$ cat config.mk
export PLATFORM = sky130hd
export DESIGN_NAME = cga_vidout_sel
export DESIGN_NICKNAME = d
export VERILOG_FILES = /design/src/rtl/cga_vidout_sel_pkg.sv /design/src/rtl/cga_sw_debounce.sv /design/src/rtl/cga_vidout_sel.sv
export SDC_FILE = /design/constraint.sdc
export NUM_CORES = 1
export LEC_CHECK = 0
export ABC_AREA = 0
export CORE_MARGIN = 4
export CORE_UTILIZATION = 47
export DETAILED_ROUTE_END_ITERATION = 12
export PLACE_DENSITY = 0.75
export SLEW_MARGIN = 0
export SYNTH_ARGS = -nofsm -noshare
export SYNTH_HDL_FRONTEND = slang
export SYNTH_SLANG_ARGS = --single-unit
$ cat constraint.sdc
create_clock -name clk -period 1.73 [get_ports clk]
set_clock_uncertainty 0.1 [all_clocks]
set_input_delay 0.2595 -clock clk [delete_from_list [all_inputs] [get_ports clk]]
set_output_delay 0.2595 -clock clk [all_outputs]
set_load 0.03 [all_outputs]
$ cat src/rtl/cga_vidout_sel_pkg.sv
// Shared widths, debounce limits and mode types for the CGA video output selector.
package cga_vidout_sel_pkg;

    localparam int DEF_RED_W = 6;
    localparam int DEF_GRN_W = 7;
    localparam int DEF_BLU_W = 6;

    // 10 ms at the 28.636 MHz pixel clock; the short value keeps simulations fast.
    localparam int DEBOUNCE_MAX_HW  = 286363;
    localparam int DEBOUNCE_MAX_SIM = 10;

    localparam int SW_COMP = 0;
    localparam int SW_THIN = 1;
    localparam int SW_NUM  = 2;

    typedef struct packed {
        logic thin;
        logic comp;
    } mode_t;

    function automatic int cnt_width(input int max_count);
        return $clog2(max_count + 1);
    endfunction

endpackage

$ cat src/rtl/cga_sw_debounce.sv
// Two-flop synchroniser followed by a stability counter for one slow config switch.
module cga_sw_debounce
    import cga_vidout_sel_pkg::*;
#(
    parameter int DEBOUNCE_MAX = DEBOUNCE_MAX_SIM
) (
    input  logic clk,
    input  logic srst,
    input  logic raw,
    output logic stable
);

    localparam int CNT_W = cnt_width(DEBOUNCE_MAX);

    logic             sync1_reg;
    logic             sync2_reg;
    logic             stable_reg;
    logic [CNT_W-1:0] cnt_reg;

    always_ff @(posedge clk) begin
        if (srst) begin
            sync1_reg  <= 1'b0;
            sync2_reg  <= 1'b0;
            stable_reg <= 1'b0;
            cnt_reg    <= '0;
        end else begin
            sync1_reg <= raw;
            sync2_reg <= sync1_reg;
            // Any return to the accepted level restarts the count from zero.
            if (sync2_reg == stable_reg) begin
                cnt_reg <= '0;
            end else if (cnt_reg == CNT_W'(DEBOUNCE_MAX)) begin
                stable_reg <= sync2_reg;
                cnt_reg    <= '0;
            end else begin
                cnt_reg <= cnt_reg + CNT_W'(1);
            end
        end
    end

    assign stable = stable_reg;

endmodule

$ cat src/rtl/cga_vidout_sel.sv
// Registered RGB/composite output mux with debounced mode switches applied only on vsync rise.
module cga_vidout_sel
    import cga_vidout_sel_pkg::*;
#(
    parameter int RED_W        = DEF_RED_W,
    parameter int GRN_W        = DEF_GRN_W,
    parameter int BLU_W        = DEF_BLU_W,
    parameter int DEBOUNCE_MAX = DEBOUNCE_MAX_HW,
    parameter int PIPE_DEPTH   = 2,
    parameter bit BLANK_EN     = 1'b1
) (
    input  logic             clk,
    input  logic             busreset,
    input  logic             sw_comp_raw,
    input  logic             sw_thin_raw,
    input  logic [RED_W-1:0] vga_red,
    input  logic [GRN_W-1:0] vga_green,
    input  logic [BLU_W-1:0] vga_blue,
    input  logic [GRN_W-1:0] comp_video,
    input  logic             hsync_in,
    input  logic             vsync_in,
    input  logic             de_in,
    output logic [RED_W-1:0] red,
    output logic [GRN_W-1:0] green,
    output logic [BLU_W-1:0] blue,
    output logic             hsync,
    output logic             vsync,
    output logic             de,
    output logic             composite_on,
    output logic             thin_font,
    output logic             mode_change
);

    localparam int W_TOT = RED_W + GRN_W + BLU_W + 3;

    logic [SW_NUM-1:0] sw_raw;
    logic [SW_NUM-1:0] sw_stable;

    assign sw_raw[SW_COMP] = sw_comp_raw;
    assign sw_raw[SW_THIN] = sw_thin_raw;

    for (genvar gi = 0; gi < SW_NUM; gi++) begin : g_sw
        cga_sw_debounce #(
            .DEBOUNCE_MAX (DEBOUNCE_MAX)
        ) u_debounce (
            .clk    (clk),
            .srst   (busreset),
            .raw    (sw_raw[gi]),
            .stable (sw_stable[gi])
        );
    end

    logic  vsync_q_reg;
    logic  vs_edge;
    mode_t mode_reg;
    mode_t mode_next;
    logic  mode_change_reg;

    assign vs_edge = vsync_in & ~vsync_q_reg;

    always_comb begin
        mode_next      = '0;
        mode_next.comp = sw_stable[SW_COMP];
        mode_next.thin = sw_stable[SW_THIN];
    end

    // Modes only move at the start of vertical sync so a frame is never split between modes.
    always_ff @(posedge clk) begin
        if (busreset) begin
            vsync_q_reg     <= 1'b0;
            mode_reg        <= '0;
            mode_change_reg <= 1'b0;
        end else begin
            vsync_q_reg     <= vsync_in;
            mode_change_reg <= 1'b0;
            if (vs_edge) begin
                mode_reg        <= mode_next;
                mode_change_reg <= (mode_next != mode_reg);
            end
        end
    end

    logic             blank;
    logic [RED_W-1:0] red_next;
    logic [GRN_W-1:0] green_next;
    logic [BLU_W-1:0] blue_next;

    always_comb begin
        blank      = BLANK_EN && !de_in;
        red_next   = '0;
        green_next = '0;
        blue_next  = '0;
        if (!blank) begin
            if (mode_reg.comp) begin
                green_next = comp_video;
            end else begin
                red_next   = vga_red;
                green_next = vga_green;
                blue_next  = vga_blue;
            end
        end
    end

    // Video and timing travel in one word so every stage keeps them aligned.
    logic [W_TOT-1:0]                  stage_next;
    logic [PIPE_DEPTH-1:0][W_TOT-1:0]  pipe_reg;

    assign stage_next = {red_next, green_next, blue_next, hsync_in, vsync_in, de_in};

    always_ff @(posedge clk) begin
        if (busreset) begin
            pipe_reg <= '0;
        end else begin
            pipe_reg[0] <= stage_next;
            for (int i = 1; i < PIPE_DEPTH; i++) begin
                pipe_reg[i] <= pipe_reg[i-1];
            end
        end
    end

    assign {red, green, blue, hsync, vsync, de} = pipe_reg[PIPE_DEPTH-1];
    assign composite_on = mode_reg.comp;
    assign thin_font    = mode_reg.thin;
    assign mode_change  = mode_change_reg;

endmodule

==> impl_metrics.csv, run 1 <==
group,metric,value,unit
critical_path,path_buf_inv,1,
timing,rsz0062_at_grt,"true",
min_path,min-delay-start,"pipe_reg[5]$_SDFF_PP0_",
clock_network,clock_path_buffers,2,
clock_network,root_buffer,"clkbuf_8",
cells_and_area,drive_above_1_share,0.203,
synth,synth_edf_count,0,
clock_network,cts.sinks,91,
synth,synthesis.area,0.00347,mm²
critical_path,setup.worst_path.end_class,"primary output",
cells_and_area,finalNonFillerCells,537,
critical_path,cp_max_fo,1,
floorplanning,fp-row-count,31,
clock_network,clk_latency,0.35,ns
critical_path,cp_top_family,"buffers and inverters",
critical_path,criticalPathCategory,"reg2out",
critical_path,cp.depth,1,
floorplanning,pin_count,58,
place,dp_cells,521,
global_route,grt.total_usage,0.159,
drt,ant_nets,0,
cells_and_area,final_common_cell,"dfxtp_1",
critical_path,reg2reg_depth,5,
floorplanning,die_x,94.0,µm
place,portBuffers,57,
floorplanning,coreArea,0.00721,mm²
cells_and_area,num-fill-cells,589,
drt,detail_route.first_pass.iterations,4,
cells_and_area,fin_nets,468,
synth,ys.flop_type,"dfxtp_1",
cells_and_area,register_area,0.00183,mm²
clock_network,htree_levels,3,
timing,hold_viol,0,
timing,slew_viol_final,0,
synth,synth_cell_type_count,37,
timing,fin_hold_ws,0.342,ns
global_route,grt_max_degree,18,
floorplanning,dieArea,0.00883,mm²
critical_path,crit_arrival,1.34,ns
timing,setup_viol,0,
place,gp_congestion,0.826,
clock_network,clk_pin_slew,0.09,ns
synth,synthCells,354,
drt,route.detailed.drc,0,
cells_and_area,syn2layout_area_growth,33.1,%
critical_path,timing.rr.start,"g_sw[1].u_debounce.cnt_reg[1]$_SDFF_PP0_",
cells_and_area,final_cell_mix,"81 x dfxtp_1, 48 x nor2_1, 43 x buf_4, 42 x clkdlybuf4s50_1, 29 x nor2b_1",
timing,slew_headroom,0.537,
timing,tightest_slew,0.691,ns
critical_path,cp_data_required_time,1.37,ns
synth,synth-warning-count,0,
clock_network,cts_tree,"yes",
synth,synth-seq-area-share,0.524,
min_path,hp-class,"reg2reg",
global_route,grt_pass1_wl,11000,µm
power,power_density,859,mW/mm²
floorplanning,die_h,94.0,µm
global_route,grt_pass1_vias,2494,
drt,wl_per_cell,12.7,µm
critical_path,slowest_delay,0.66,ns
drt,num_vias,2575,
flow_run,cap_violations,0,
critical_path,ff2ff_setup_slack,0.03,ns
global_route,antenna_found_initial,0,
clock_network,numCtsBuffers,9,
synth,async_flop_share,0,
cells_and_area,diodes,0,
synth,syn_area_per_cell,9.82,µm²
timing,fmax,588,MHz
synth,syn_nets,389,
floorplanning,start_util,0.482,
min_path,min_to,"blue[2]$_SDFF_PP0_",
run_status,status,"finished clean",
place,hpwl,5030,µm
drt,drt_iter0_markers,64,
drt,post_drt_via_cell_ratio,4.80,
min_path,holdPathStages,1,
global_route,grt_overflow,0,
critical_path,crit_path_start_kind,"flop",
synth,ys_seq_elements,91,
power,irDropWorstVdd,0.650,mV
clock_network,cts_setup_buffers,0,
critical_path,slowest_stage,"clkdlybuf4s50_1",
critical_path,worst_r2r_endpoint,"g_sw[1].u_debounce.cnt_reg[18]$_SDFF_PP0_",
cells_and_area,largest_reg_flops,38,
drt,drt_wl_total,6830,µm
timing,post-route-period-util,0.983,
power,leakage,1.81,nW
timing,min_period,1.70,ns
critical_path,crit_chain,"clkdlybuf4s50_1",
cells_and_area,multiInputGateArea,0.00150,mm²
[worst max path at each step]
stage                                             start                                   endpoint  slack [ns]
2_1_floorplan  g_sw[1].u_debounce.cnt_reg[2]$_SDFF_PP0_  g_sw[1].u_debounce.cnt_reg[17]$_SDFF_PP0_       -0.01
3_3_place_gp                                   busreset                     pipe_reg[4]$_SDFF_PP0_       -0.02
3_5_place_dp                                   busreset                    pipe_reg[19]$_SDFF_PP0_       -0.07
4_1_cts        g_sw[1].u_debounce.cnt_reg[2]$_SDFF_PP0_  g_sw[1].u_debounce.cnt_reg[17]$_SDFF_PP0_       0.001
5_1_grt        g_sw[0].u_debounce.cnt_reg[2]$_SDFF_PP0_  g_sw[0].u_debounce.cnt_reg[17]$_SDFF_PP0_       -0.05
6_report                               vsync$_SDFF_PP0_                                      vsync        0.03
[through the flow]
stage | setup TNS [ns] | util | power, mW | area, µm² | worst slack, ns
after floorplan | -0.0142 | - | 2.30 | 3480 | -0.0124
after global placement | -0.182 | 0.596 | 2.41 | 4300 | -0.0171
after detailed placement | -0.731 | 0.596 | 2.41 | 4300 | -0.0668
after CTS | 0 | 0.627 | 4.01 | 4530 | 0.00123
after global routing | -0.352 | 0.641 | 4.09 | 4630 | -0.0525
final | 0 | 0.641 | 3.97 | 4630 | 0.0288
[logic make-up (layout without fill, tap and decap cells)]
logic type,count (synthesis),in the layout,synth area share
compound gates,17,17,0.0328
xor+xnor,33,33,0.0832
fa+ha+maj,2,2,0.00720
buf+inv,41,125,0.0652
flops,91,91,0.524
mux,9,9,0.0259
simple gates,161,161,0.261
[power breakdown]
part	leakage (nW)	switching [mW]	internal (mW)
Combinational	0.951	0.0887	0.122
Clock	0.116	0.776	0.839
Sequential	0.745	0.0103	2.13
[layout make-up]
class | count | area share
Sequential cell | 91 | 0.397
Multi-Input combinational cell | 222 | 0.325
Timing Repair Buffer | 99 | 0.194
Clock buffer | 9 | 0.0268
Tap cell | 99 | 0.0268
Clock inverter | 7 | 0.0225
Inverter | 10 | 0.00811
[metal layers]
layer,GRT usage,vias to the layer above,routed length (µm)
li1,-,1327,-
met1,0.197,1180,3150
met2,0.264,58,3200
met3,0.0313,10,343
met4,0.0770,0,136
met5,0,-,0
[cells in the mapped netlist, types with 2 or more instances]
master / n / area, µm²
dfxtp_1: 91 / 1820
nor2_1: 48 / 180
nor2b_1: 29 / 181
xnor2_1: 26 / 228
buf_4: 19 / 143
and2_1: 12 / 75.1
nand4_1: 12 / 75.1
clkbuf_1: 11 / 41.3
nand3_1: 11 / 55.1
inv_1: 10 / 37.5
nor4_1: 10 / 62.6
mux2i_1: 9 / 90.1
nand2_1: 9 / 33.8
nor3_1: 8 / 40.0
xor2_1: 7 / 61.3
a21oi_1: 5 / 25.0
nor4b_1: 5 / 43.8
o21ai_0: 4 / 20.0
and3_1: 2 / 12.5
and4_1: 2 / 17.5
ha_1: 2 / 25.0
nand2b_1: 2 / 12.5
nand4_4: 2 / 42.5
nor3b_1: 2 / 15.0
o21ai_2: 2 / 17.5
or3_1: 2 / 12.5
or4_4: 2 / 22.5
[timing repair]
item / 4_1_cts / 5_1_grt
hold buffers: 0 / 0
gates resized for setup: 7 / 29
gates cloned: 0 / 0
pin swaps: 0 / 2
endpoints found under the setup margin: 7 / 47
No activity file was read; power rests on OpenSTA's default activity.
==> run 2: changes to the inputs <==
--- a/config.mk
+++ b/config.mk
@@ -6,10 +6,12 @@
 export NUM_CORES = 1
 export LEC_CHECK = 0
 export ABC_AREA = 0
+export CAP_MARGIN = 5
 export CORE_MARGIN = 4
-export CORE_UTILIZATION = 47
+export CORE_UTILIZATION = 49
+export CTS_BUF_LIST = sky130_fd_sc_hd__clkbuf_2 sky130_fd_sc_hd__clkbuf_4 sky130_fd_sc_hd__clkbuf_8
 export DETAILED_ROUTE_END_ITERATION = 12
-export PLACE_DENSITY = 0.75
+export PLACE_DENSITY = 0.77
 export SLEW_MARGIN = 0
 export SYNTH_ARGS = -nofsm -noshare
 export SYNTH_HDL_FRONTEND = slang
==> impl_metrics.csv, run 2 (synthesis gave the netlist of run 1 again) <==
group,metric,value,unit
power,leakage,1.92,nW
timing,post-route-period-util,0.984,
clock_network,clk_latency,0.36,ns
global_route,met3_usage,0.0558,
drt,wl_per_cell,13.4,µm
place,gp_congestion,0.817,
clock_network,cts_tree,"yes",
floorplanning,pin_count,58,
timing,tightest_slew,0.594,ns
floorplanning,coreArea,0.00683,mm²
clock_network,htree_levels,3,
clock_network,numCtsBuffers,9,
cells_and_area,finalNonFillerCells,532,
drt,ant_nets,0,
global_route,grt_pass1_wl,11900,µm
floorplanning,start_util,0.509,
power,irDropWorstVdd,0.446,mV
global_route,grt_overflow,0,
cells_and_area,diodes,0,
global_route,use_met2,0.290,
floorplanning,dieArea,0.00850,mm²
clock_network,clk_pin_slew,0.10,ns
cells_and_area,fin_nets,466,
power,totalPowerFinal,3.74,mW
critical_path,criticalPathCategory,"reg2reg",
drt,num_vias,2611,
critical_path,setup.worst_path.end_class,"flop",
drt,drt_wl_total,7120,µm
timing,slew_viol_final,0,
min_path,hp-class,"reg2reg",
timing,rsz0062_at_grt,"true",
drt,drt_iter0_markers,67,
power,power_density,813,mW/mm²
place,hpwl,5140,µm
timing,min_period,1.70,ns
floorplanning,fp-row-count,30,
critical_path,crit_arrival,1.90,ns
global_route,grt.total_usage,0.175,
cells_and_area,final_cell_mix,"84 x dfxtp_1, 48 x nor2_1, 39 x buf_4, 34 x clkdlybuf4s50_1, 29 x nor2b_1",
run_status,status,"finished clean",
drt,post_drt_via_cell_ratio,4.91,
clock_network,hold_buffers,0,
clock_network,cts.sinks,91,
timing,hold_viol,0,
global_route,grt_max_degree,23,
place,portBuffers,57,
place,dp_cells,514,
cells_and_area,syn2layout_area_growth,32.4,%
flow_run,cap_violations,0,
timing,fin_setup_tns,0,ns
clock_network,clock_path_buffers,2,
clock_network,root_buffer,"clkbuf_8",
floorplanning,die_x,92.2,µm
floorplanning,die_h,92.2,µm
timing,slew_headroom,0.603,
global_route,use_met1,0.213,
critical_path,cp_data_required_time,1.93,ns
drt,route.detailed.drc,0,
timing,fmax,587,MHz
global_route,antenna_found_initial,0,
global_route,grt_most_used_layer,"met2",
global_route,grt_pass1_vias,2585,
critical_path,crit_path_start_kind,"flop",
cells_and_area,drive_above_1_share,0.190,
drt,detail_route.first_pass.iterations,4,
critical_path,cp_max_fo,4,
cells_and_area,final_common_cell,"dfxtp_1",
timing,fin_hold_ws,0.343,ns
cells_and_area,largest_reg_flops,38,
timing,setup_viol,0,
run 2: metrics by stage:
stage                     instance area [µm²]   util  setup slack, ns
after floorplan                          3480      -          -0.0124
after global placement                   4270  0.625           0.0391
after detailed placement                 4270  0.625          -0.0118
after CTS                                4470  0.654         0.000857
after global routing                     4600  0.674          -0.0601
final                                    4600  0.674           0.0277
run 2: path summary, 6_finish.rpt:
path                                                                from                                         to  slack [ns]  cells past startpoint
worst max-delay path            g_sw[1].u_debounce.cnt_reg[9]$_SDFF_PP0_  g_sw[1].u_debounce.cnt_reg[17]$_SDFF_PP0_        0.03                      4
worst min-delay path                              pipe_reg[7]$_SDFF_PP0_                         blue[4]$_SDFF_PP0_        0.34                      1
worst min register to register                    pipe_reg[7]$_SDFF_PP0_                         blue[4]$_SDFF_PP0_        0.34                      1
worst max register to register  g_sw[1].u_debounce.cnt_reg[9]$_SDFF_PP0_  g_sw[1].u_debounce.cnt_reg[17]$_SDFF_PP0_        0.03                      4
run 2: routing by layer:
layer	routed length [µm]	share of wire	up-vias
li1	-	-	1321
met1	3210	0.45	1217
met3	390	0.055	11
met5	0	0	-
met4	129	0.018	0
met2	3390	0.48	62
run 2: area by class of cell:
type,instances,area (µm²)
well taps,96,120
clock buffers,9,124
repair buffers,97,912
inverters,10,37.5
multi-input cells,222,1510
flip-flops and latches,91,1830
fillers,547,2230
clock inverters,7,72.6
run 2: what timing repair did:
action	in CTS	in global routing
buffers inserted	0	2
resized for setup	10	33
pin swaps	0	5
setup endpoints to repair	7	41
run 2: critical path, stage by stage, from the launching register on:
cell and delay (ns):
dfxtp_2 0.37, nand4_4 0.13, or4_4 0.50, or4_1 0.40, a21oi_1 0.14
run 2: power by group:
group	leakage, nW	total [mW]	switching (mW)	internal [mW]
Combinational	1.08	0.210	0.0896	0.120
Clock	0.0966	1.39	0.824	0.564
Sequential	0.743	2.14	0.00992	2.13
Total	1.92	3.74	0.923	2.82
